## src/rtl/wb_flash_arbiter_if.sv

```systemverilog
// Wishbone bundle between the two CPU masters, the arbiter and the flash read controller.
// Modport slave is the arbiter's view; modport master is the surrounding CPU/flash side.
interface wb_flash_arbiter_if #(
  parameter int unsigned AW = 24,
  parameter int unsigned DW = 32
);
  logic [AW-1:0]   m0_adr_i, m1_adr_i;
  logic [DW-1:0]   m0_dat_i, m1_dat_i;
  logic [DW-1:0]   m0_dat_o, m1_dat_o;
  logic            m0_we_i,  m1_we_i;
  logic [DW/8-1:0] m0_sel_i, m1_sel_i;
  logic            m0_stb_i, m1_stb_i;
  logic            m0_cyc_i, m1_cyc_i;
  logic            m0_ack_o, m1_ack_o;
  logic            m0_err_o, m1_err_o;
  logic [AW-1:0]   s_adr_o;
  logic [DW-1:0]   s_dat_o;
  logic            s_we_o;
  logic [DW/8-1:0] s_sel_o;
  logic            s_stb_o;
  logic            s_cyc_o;
  logic [DW-1:0]   s_dat_i;
  logic            s_ack_i;

  modport slave (
    input  m0_adr_i, m1_adr_i, m0_dat_i, m1_dat_i, m0_we_i, m1_we_i,
    input  m0_sel_i, m1_sel_i, m0_stb_i, m1_stb_i, m0_cyc_i, m1_cyc_i,
    output m0_dat_o, m1_dat_o, m0_ack_o, m1_ack_o, m0_err_o, m1_err_o,
    output s_adr_o, s_dat_o, s_we_o, s_sel_o, s_stb_o, s_cyc_o,
    input  s_dat_i, s_ack_i
  );

  modport master (
    output m0_adr_i, m1_adr_i, m0_dat_i, m1_dat_i, m0_we_i, m1_we_i,
    output m0_sel_i, m1_sel_i, m0_stb_i, m1_stb_i, m0_cyc_i, m1_cyc_i,
    input  m0_dat_o, m1_dat_o, m0_ack_o, m1_ack_o, m0_err_o, m1_err_o,
    input  s_adr_o, s_dat_o, s_we_o, s_sel_o, s_stb_o, s_cyc_o,
    output s_dat_i, s_ack_i
  );
endinterface

```

## src/rtl/wb_flash_arbiter.sv

```systemverilog
// Round-robin two-master Wishbone arbiter in front of the QSPI flash read controller.
// Define WB_ARB_TIMEOUT_EN to add the watchdog that errors out hung transfers and flushes.
module wb_flash_arbiter #(
  parameter int unsigned AW      = 24,
  parameter int unsigned DW      = 32,
  parameter int unsigned TIMEOUT = 255
) (
  input logic               wb_clk_i,
  input logic               wb_reset_n_i,
  wb_flash_arbiter_if.slave bus
);

  if ((TIMEOUT == 0) || (TIMEOUT > 32'd65535)) begin : gen_bad_timeout
    $error("TIMEOUT must be in 1..65535");
  end

`ifdef WB_ARB_TIMEOUT_EN
  typedef enum logic [1:0] {StIdle, StGnt0, StGnt1, StFlush} state_e;
`else
  typedef enum logic [1:0] {StIdle, StGnt0, StGnt1} state_e;
`endif

  state_e r_state;
  logic   r_last_gnt;

  logic            w_req0, w_req1;
  logic            w_gnt0, w_gnt1;
  logic            w_gnt_cyc, w_gnt_stb;
  logic [AW-1:0]   w_adr;
  logic [DW-1:0]   w_dat;
  logic [DW/8-1:0] w_sel;
  logic            w_we;

  assign w_req0    = bus.m0_cyc_i & bus.m0_stb_i;
  assign w_req1    = bus.m1_cyc_i & bus.m1_stb_i;
  assign w_gnt0    = (r_state == StGnt0);
  assign w_gnt1    = (r_state == StGnt1);
  assign w_gnt_cyc = (w_gnt0 & bus.m0_cyc_i) | (w_gnt1 & bus.m1_cyc_i);
  assign w_gnt_stb = (w_gnt0 & bus.m0_stb_i) | (w_gnt1 & bus.m1_stb_i);

  // Mux select comes only from the registered state, never from a request line.
  always_comb begin
    w_adr = '0;
    w_dat = '0;
    w_sel = '0;
    w_we  = 1'b0;
    if (w_gnt0) begin
      w_adr = bus.m0_adr_i;
      w_dat = bus.m0_dat_i;
      w_sel = bus.m0_sel_i;
      w_we  = bus.m0_we_i;
    end else if (w_gnt1) begin
      w_adr = bus.m1_adr_i;
      w_dat = bus.m1_dat_i;
      w_sel = bus.m1_sel_i;
      w_we  = bus.m1_we_i;
    end
  end

  assign bus.s_adr_o  = w_adr;
  assign bus.s_dat_o  = w_dat;
  assign bus.s_sel_o  = w_sel;
  assign bus.s_we_o   = w_we;
  assign bus.s_cyc_o  = w_gnt_cyc;
  assign bus.s_stb_o  = w_gnt_stb;
  assign bus.m0_dat_o = bus.s_dat_i;
  assign bus.m1_dat_o = bus.s_dat_i;
  assign bus.m0_ack_o = w_gnt0 & bus.s_ack_i;
  assign bus.m1_ack_o = w_gnt1 & bus.s_ack_i;

`ifdef WB_ARB_TIMEOUT_EN
  localparam logic [15:0] TimeoutCnt  = 16'(TIMEOUT);
  localparam logic [15:0] TimeoutLast = 16'(TIMEOUT - 1);

  logic [15:0] r_wdog_cnt;
  logic        w_timeout;

  // A same-cycle ack beats the watchdog.
  assign w_timeout    = w_gnt_stb & ~bus.s_ack_i & (r_wdog_cnt == TimeoutCnt);
  assign bus.m0_err_o = w_gnt0 & w_timeout;
  assign bus.m1_err_o = w_gnt1 & w_timeout;
`else
  assign bus.m0_err_o = 1'b0;
  assign bus.m1_err_o = 1'b0;
`endif

  always_ff @(posedge wb_clk_i) begin
    if (!wb_reset_n_i) begin
      r_state    <= StIdle;
      r_last_gnt <= 1'b1;
`ifdef WB_ARB_TIMEOUT_EN
      r_wdog_cnt <= '0;
`endif
    end else begin
      case (r_state)
        StIdle: begin
          if (w_req0 && (!w_req1 || r_last_gnt)) begin
            r_state    <= StGnt0;
            r_last_gnt <= 1'b0;
          end else if (w_req1) begin
            r_state    <= StGnt1;
            r_last_gnt <= 1'b1;
          end
        end
        StGnt0, StGnt1: begin
`ifdef WB_ARB_TIMEOUT_EN
          if (w_timeout) begin
            r_state    <= StFlush;
            r_wdog_cnt <= '0;
          end else if (!w_gnt_cyc) begin
            r_state    <= StIdle;
            r_wdog_cnt <= '0;
          end else if (bus.s_ack_i) begin
            r_wdog_cnt <= '0;
          end else if (w_gnt_stb) begin
            r_wdog_cnt <= r_wdog_cnt + 16'd1;
          end
`else
          if (!w_gnt_cyc) begin
            r_state <= StIdle;
          end
`endif
        end
`ifdef WB_ARB_TIMEOUT_EN
        StFlush: begin
          if (r_wdog_cnt == TimeoutLast) begin
            r_state    <= StIdle;
            r_wdog_cnt <= '0;
          end else begin
            r_wdog_cnt <= r_wdog_cnt + 16'd1;
          end
        end
`endif
        default: r_state <= StIdle;
      endcase
    end
  end

endmodule

```

## src/flat_wrapper.sv

```systemverilog
// flat-port wrapper written by rule: the top's interface ports become plain ports
module wb_flash_arbiter_flat 
#(
  parameter int unsigned AW      = 24,
  parameter int unsigned DW      = 32,
  parameter int unsigned TIMEOUT = 255
)
  (wb_clk_i, wb_reset_n_i, bus_m0_adr_i, bus_m1_adr_i, bus_m0_dat_i, bus_m1_dat_i, bus_m0_we_i, bus_m1_we_i, bus_m0_sel_i, bus_m1_sel_i, bus_m0_stb_i, bus_m1_stb_i, bus_m0_cyc_i, bus_m1_cyc_i, bus_m0_dat_o, bus_m1_dat_o, bus_m0_ack_o, bus_m1_ack_o, bus_m0_err_o, bus_m1_err_o, bus_s_adr_o, bus_s_dat_o, bus_s_we_o, bus_s_sel_o, bus_s_stb_o, bus_s_cyc_o, bus_s_dat_i, bus_s_ack_i);
  wb_flash_arbiter_if #(.AW(AW), .DW(DW)) bus_i ();
  input logic wb_clk_i;
  input logic wb_reset_n_i;
  input wire logic [$bits(bus_i.m0_adr_i)-1:0] bus_m0_adr_i;
  input wire logic [$bits(bus_i.m1_adr_i)-1:0] bus_m1_adr_i;
  input wire logic [$bits(bus_i.m0_dat_i)-1:0] bus_m0_dat_i;
  input wire logic [$bits(bus_i.m1_dat_i)-1:0] bus_m1_dat_i;
  input wire logic [$bits(bus_i.m0_we_i)-1:0] bus_m0_we_i;
  input wire logic [$bits(bus_i.m1_we_i)-1:0] bus_m1_we_i;
  input wire logic [$bits(bus_i.m0_sel_i)-1:0] bus_m0_sel_i;
  input wire logic [$bits(bus_i.m1_sel_i)-1:0] bus_m1_sel_i;
  input wire logic [$bits(bus_i.m0_stb_i)-1:0] bus_m0_stb_i;
  input wire logic [$bits(bus_i.m1_stb_i)-1:0] bus_m1_stb_i;
  input wire logic [$bits(bus_i.m0_cyc_i)-1:0] bus_m0_cyc_i;
  input wire logic [$bits(bus_i.m1_cyc_i)-1:0] bus_m1_cyc_i;
  output wire logic [$bits(bus_i.m0_dat_o)-1:0] bus_m0_dat_o;
  output wire logic [$bits(bus_i.m1_dat_o)-1:0] bus_m1_dat_o;
  output wire logic [$bits(bus_i.m0_ack_o)-1:0] bus_m0_ack_o;
  output wire logic [$bits(bus_i.m1_ack_o)-1:0] bus_m1_ack_o;
  output wire logic [$bits(bus_i.m0_err_o)-1:0] bus_m0_err_o;
  output wire logic [$bits(bus_i.m1_err_o)-1:0] bus_m1_err_o;
  output wire logic [$bits(bus_i.s_adr_o)-1:0] bus_s_adr_o;
  output wire logic [$bits(bus_i.s_dat_o)-1:0] bus_s_dat_o;
  output wire logic [$bits(bus_i.s_we_o)-1:0] bus_s_we_o;
  output wire logic [$bits(bus_i.s_sel_o)-1:0] bus_s_sel_o;
  output wire logic [$bits(bus_i.s_stb_o)-1:0] bus_s_stb_o;
  output wire logic [$bits(bus_i.s_cyc_o)-1:0] bus_s_cyc_o;
  input wire logic [$bits(bus_i.s_dat_i)-1:0] bus_s_dat_i;
  input wire logic [$bits(bus_i.s_ack_i)-1:0] bus_s_ack_i;
  assign bus_i.m0_adr_i = bus_m0_adr_i;
  assign bus_i.m1_adr_i = bus_m1_adr_i;
  assign bus_i.m0_dat_i = bus_m0_dat_i;
  assign bus_i.m1_dat_i = bus_m1_dat_i;
  assign bus_i.m0_we_i = bus_m0_we_i;
  assign bus_i.m1_we_i = bus_m1_we_i;
  assign bus_i.m0_sel_i = bus_m0_sel_i;
  assign bus_i.m1_sel_i = bus_m1_sel_i;
  assign bus_i.m0_stb_i = bus_m0_stb_i;
  assign bus_i.m1_stb_i = bus_m1_stb_i;
  assign bus_i.m0_cyc_i = bus_m0_cyc_i;
  assign bus_i.m1_cyc_i = bus_m1_cyc_i;
  assign bus_m0_dat_o = bus_i.m0_dat_o;
  assign bus_m1_dat_o = bus_i.m1_dat_o;
  assign bus_m0_ack_o = bus_i.m0_ack_o;
  assign bus_m1_ack_o = bus_i.m1_ack_o;
  assign bus_m0_err_o = bus_i.m0_err_o;
  assign bus_m1_err_o = bus_i.m1_err_o;
  assign bus_s_adr_o = bus_i.s_adr_o;
  assign bus_s_dat_o = bus_i.s_dat_o;
  assign bus_s_we_o = bus_i.s_we_o;
  assign bus_s_sel_o = bus_i.s_sel_o;
  assign bus_s_stb_o = bus_i.s_stb_o;
  assign bus_s_cyc_o = bus_i.s_cyc_o;
  assign bus_i.s_dat_i = bus_s_dat_i;
  assign bus_i.s_ack_i = bus_s_ack_i;
  wb_flash_arbiter #(.AW(AW), .DW(DW), .TIMEOUT(TIMEOUT)) u_core (.wb_clk_i(wb_clk_i), .wb_reset_n_i(wb_reset_n_i), .bus(bus_i));
endmodule
```

## config.mk

```make
export PLATFORM = sky130hd
export DESIGN_NAME = wb_flash_arbiter_flat
export DESIGN_NICKNAME = d
export VERILOG_FILES = /design/src/rtl/wb_flash_arbiter_if.sv /design/src/rtl/wb_flash_arbiter.sv /design/src/flat_wrapper.sv
export SDC_FILE = /design/constraint.sdc
export NUM_CORES = 1
export LEC_CHECK = 0
export ABC_AREA = 1
export CORE_AREA = 4 4 110 112
export CTS_BUF_LIST = sky130_fd_sc_hd__clkbuf_4 sky130_fd_sc_hd__clkbuf_8
export DETAILED_ROUTE_END_ITERATION = 8
export DIE_AREA = 0 0 114 116
export SLEW_MARGIN = 20
export SYNTH_ARGS = -nofsm -noshare
export SYNTH_HDL_FRONTEND = slang
export SYNTH_SLANG_ARGS = --single-unit
```

## constraint.sdc

```tcl
create_clock -name wb_clk_i -period 1.8 [get_ports wb_clk_i]
set_input_delay 0.27 -clock wb_clk_i [delete_from_list [all_inputs] [get_ports wb_clk_i]]
set_output_delay 0.27 -clock wb_clk_i [all_outputs]
set_load 0.02 [all_outputs]
```

Yosys cells after proc, flatten, opt, wreduce, memory -nomap -nowiden:

Index checks and enable logic that the tools add are counted.

* mux-type cells: 14
* equal/unequal tests: 4
* reduce and logical (&&, ||, !) cells: 8
* bitwise gates (word level): 10

Operator list (number)
* two-way mux 32 bit: 2
* two-way mux 24 bit: 2
* AND 1 bit: 8
* two-way mux 4 bit: 2
* two-way mux 2 bit: 3
* two-way mux 1 bit: 4
* case mux 2 bit (2 select lines): 1
* AND reduction 2 bit: 2
* != test 3 x 1 -> 1 bit, second input constant: 1
* equality test 2 x 1 -> 1 bit, second input constant: 1
* equality test 2 bit, second input constant: 1
* logical NOT 2 bit: 1
* != test 2 bit, second input constant: 1
* OR 1 bit: 2
* nonzero test 2 bit: 1
* OR reduction 2 bit: 1
* logical AND 1 bit: 1
* logical NOT 1 bit: 1
* logical OR 1 bit: 1

* word-level logic and storage cells: 38
* input port bits: 161
* bits in registers: 3

Depth between registers and ports, before layout:

* word-level depth: 6
* gate-level depth with buffers: 9
* gate-level depth less buffers: 8

Least setup slack after synthesis:

No wires, ideal clock.

* path kind: register to output
* from: register u_core.r_state[1]
* to: output port bus_s_adr_o[0]
* stages on the path, launching flop included: 8
* arrival: 1.209 ns
* path buffers: 2
* path slack: 0.321 ns
* path through: dfxtp_1 > inv_1 > ha_1 > buf_2 > inv_2 > buf_2 > nand3_1 > nand2_1

* longest elaborated chain between the ends: 3
* elaborated cells between the ends (all ways): 4
* classes of those cells: eq/ne (2); mux (2)

Ends and longest elaborated chain
* from (decl): RTL line wb_flash_arbiter.sv:23 `state_e r_state;`
* from (signal assigned): RTL line wb_flash_arbiter.sv:89 `r_state <= StIdle;`
* from (signal assigned): RTL line wb_flash_arbiter.sv:98 `r_state <= StGnt0;`
* from (signal assigned): RTL line wb_flash_arbiter.sv:101 `r_state <= StGnt1;`
* equality test 2 bit: RTL line wb_flash_arbiter.sv:37 `assign w_gnt1 = (r_state == StGnt1);`
* two-way mux 24 bit: RTL line wb_flash_arbiter.sv:52 `end else if (w_gnt1) begin`
* two-way mux 24 bit *: RTL line wb_flash_arbiter.sv:47 `if (w_gnt0) begin`
* to (decl): RTL line flat_wrapper.sv:30 `output wire logic [$bits(bus_i.s_adr_o)-1:0] bus_s_adr_o;`

Mark *: on every way between the ends. The rest lies on a longest branch, timed or not.

Final worst setup path:

* from: register u_core.r_state[1]
* to: output port bus_s_dat_o[19]

* longest elaborated chain between the ends: 3
* elaborated cells between the ends (all ways): 4
* classes of those cells: eq/ne (2); mux (2)

Ends and longest elaborated chain
* equality test 2 bit: RTL line wb_flash_arbiter.sv:37
* two-way mux 32 bit: RTL line wb_flash_arbiter.sv:52
* two-way mux 32 bit *: RTL line wb_flash_arbiter.sv:47
* to (decl): RTL line flat_wrapper.sv:31 `output wire logic [$bits(bus_i.s_dat_o)-1:0] bus_s_dat_o;`

Marked as above.

==> run_results.csv <==
group,metric,value,unit
run_status,outcome,"finished clean",
power,p_leak,0.00167,uW
timing,setup_ws,0.102,ns
yosys,yosysWarnings,0,
routing,drc_errors,0,
power,irDropWorstVdd,0.000234,V
hold_path,min_to,"u_core.r_state[1]$_SDFFE_PN0P_",
cells_and_area,drive_gt1_frac,0.224,
timing,maxSlewViolCount,0,
yosys,yosys.area.top_type,"buf_4",
timing,skew,0.00200,ns
die,row_count,39,
cells_and_area,area_growth,97.3,%
setup_path,cp.arrival,1.43,ns
placed_design,dp_slack,-0.165,ns
setup_path,critical_path_class,"reg2out",
yosys,ys_types,17,
cells_and_area,fin_cells,580,
setup_path,end_kind,"output port",
timing,rsz0062_at_grt,"false",
hold_path,hp-start,"u_core.r_state[1]$_SDFFE_PN0P_",
die,core_area,11200,sq um
cts,cts_root_buffer,"clkbuf_8",
setup_path,r2r.worst_path.cells,10,
cts,htree_num_levels,1,
power,power_density,361,nW/um^2
setup_path,timing.rr.start,"u_core.r_state[1]$_SDFFE_PN0P_",
placed_design,dp_hpwl,6150,um
yosys,synth_top_area_share,0.312,
cells_and_area,multiInputGateArea,951,sq um
cts,insertion_delay,0.22,ns
cts,cts_buffer_depth,2,
die,fp.dieW,114,um
setup_path,cp.required,1.53,ns
die,initial_core_util,0.144,
routing,wl_per_cell,14.9,um
yosys,synthArstFlopShare,0,
timing,timing.fmax,589,MHz
yosys,netlist_top_cells_count,"nand2_1 (133), buf_4 (67), nand3_1 (61), buf_2 (18), inv_1 (8)",
global_route,grt_pass1_vias,2327,
global_route,grt_overflow,0,
routing,drtAntennaViolNets,0,
yosys,synth_adder_area_share,0.0233,
cts,cts_tree,"done",
timing,hold_violations,0,
global_route,grt_max_degree,33,
timing,setup_viol,0,
placed_design,globalplace.congestion,0.737,
routing,vias,2383,
cts,cts.sinks,3,
cells_and_area,nNetsFinal,602,
yosys,synth.most_common_cell,"nand2_1",
setup_path,r2r_end,"u_core.r_state[0]$_SDFFE_PN0P_",
cells_and_area,antenna_cells,0,
setup_path,path_max_fanout,12,
cts,cts_buffers,3,
yosys,synth_compound_gate_area_share,0.0287,
yosys,synth_area,1610,sq um
timing,period_share,0.943,
die,die_h,116,um
yosys,synth_top_family_by_area,"simple AND/OR/NAND/NOR gates",
yosys,synth-main-ff-cell,"dfxtp_1",
setup_path,r2r_slack,0.28,ns
global_route,grt_pass1_wl,11300,um
placed_design,numPortBuffers,193,
placed_design,dp.cells,571,
cells_and_area,fillers,1271,
setup_path,critPathLaunchType,"flip-flop",
yosys,yosys.area_share.simple,0.517,
yosys,syn_inst,308,
timing,period_needed,1.70,ns
hold_path,hp-class,"reg2reg",
routing,viasPerCell,4.11,
global_route,track_usage,0.106,
hold_path,holdPathStages,2,
cells_and_area,layout.area.seq,62.6,sq um
yosys,synth-xor-area-share,0,
routing,drt_iter0_drc,93,
flow_run,maxCapViolations,0,
routing,drtPass1Iterations,4,
cts,clk_pin_slew,0.03,ns
routing,totalWireLength,8640,um
yosys,yosys-top-cells-area,"buf_4 (31%), nand2_1 (31%), nand3_1 (19%)",
yosys,ys_ff_latch,3,
yosys,synth_mux_area_frac,0,
cts,ctsHoldBuffers,0,
global_route,grt_antenna_before_repair,0,
die,io_pins,292,
yosys,ys_seq_area_frac,0.0372,
yosys,avgSynthCellArea,5.24,sq um
cells_and_area,post-route-util,0.284,
die,fp.dieArea,13200,sq um
yosys,synth-edff-count,0,
==> critical path, stage by stage (launching register included) <==
cell and delay (ns):
dfxtp_2 0.32, inv_2 0.07, ha_4 0.23, clkinv_8 0.11
buf_12 0.16, nand3_1 0.10, nand2_1 0.06, buf_2 0.15
==> sequential cells by signal (all words and copies together), names as in the netlist <==
register	count
u_core.r_state	2
u_core.r_last_gnt	1
==> where the power goes <==
part / internal (uW) / switching (uW)
logic: 451 / 407
clock network: 166 / 49.7
registers: 72.4 / 3.78
==> worst max path at each step <==
stage | from | to | slack, ns
global route | u_core.r_state[1]$_SDFFE_PN0P_ | bus_s_dat_o[7] | 0.02
floorplan | u_core.r_state[1]$_SDFFE_PN0P_ | bus_s_adr_o[0] | 0.32
finish | u_core.r_state[1]$_SDFFE_PN0P_ | bus_s_dat_o[19] | 0.10
CTS | u_core.r_state[1]$_SDFFE_PN0P_ | bus_s_dat_o[25] | 0.00008
global placement | u_core.r_state[1]$_SDFFE_PN0P_ | bus_s_cyc_o | -0.13
detailed placement | u_core.r_state[1]$_SDFFE_PN0P_ | bus_s_dat_o[19] | -0.17
==> metrics by stage <==
stage / instance area, sq um / hold WS, ns / power, uW / TNS (ns)
2_1_floorplan: 1620 / 0.339 / 619 / 0
3_3_place_gp: 3290 / 0.494 / 960 / -6.41
3_5_place_dp: 3290 / 0.501 / 968 / -8.06
4_1_cts: 3220 / 0.508 / 1150 / 0
5_1_grt: 3180 / 0.538 / 1230 / 0
6_report: 3180 / 0.492 / 1150 / 0
==> cells in the final DEF (no fill, tap or decap), types with 3 or more instances in the layout <==
cell type	netlist	routed
buf_4	67	10
inv_1	8	7
nand3_1	61	61
nand2_2	3	3
buf_2	18	60
clkbuf_8	0	3
buf_12	0	5
clkbuf_16	0	4
clkdlybuf4s50_1	0	128
nand2_1	133	133
nor2_1	3	3
==> repair_timing <==
| item | in CTS | in global routing |
|---|---|---|
| setup endpoints to repair | 65 | 31 |
| gates cloned | 1 | 4 |
| buffers inserted | 0 | 0 |
| pin swaps | 0 | 1 |
| gates resized for setup | 233 | 38 |
==> metal layers <==
| layer | vias to the layer above | GRT usage | wire (um) |
|---|---|---|---|
| li1 | 1160 | - | - |
| met1 | 1038 | 0.110 | 3060 |
| met2 | 162 | 0.190 | 4240 |
| met3 | 23 | 0.0465 | 1140 |
| met4 | 0 | 0.0420 | 201 |
| met5 | - | 0 | 0 |
==> layout make-up <==
type | count | area share
Inverter | 9 | 0.0145
Clock buffer | 4 | 0.0153
Sequential cell | 3 | 0.0197
Multi-Input combinational cell | 211 | 0.299
Tap cell | 143 | 0.0562
Timing Repair Buffer | 210 | 0.595
==> kinds of logic (layout without fill, tap and decap cells) <==
| family | after synthesis | count (layout) |
|---|---|---|
| and+or+nand+nor | 200 | 200 |
| buffers and inverters | 95 | 223 |
| AOI/OAI and AO/OA | 6 | 6 |
| adders and majority gates | 3 | 3 |
| DFF | 3 | 3 |
| other | 1 | 2 |
(Power assumes the default switching activity.)
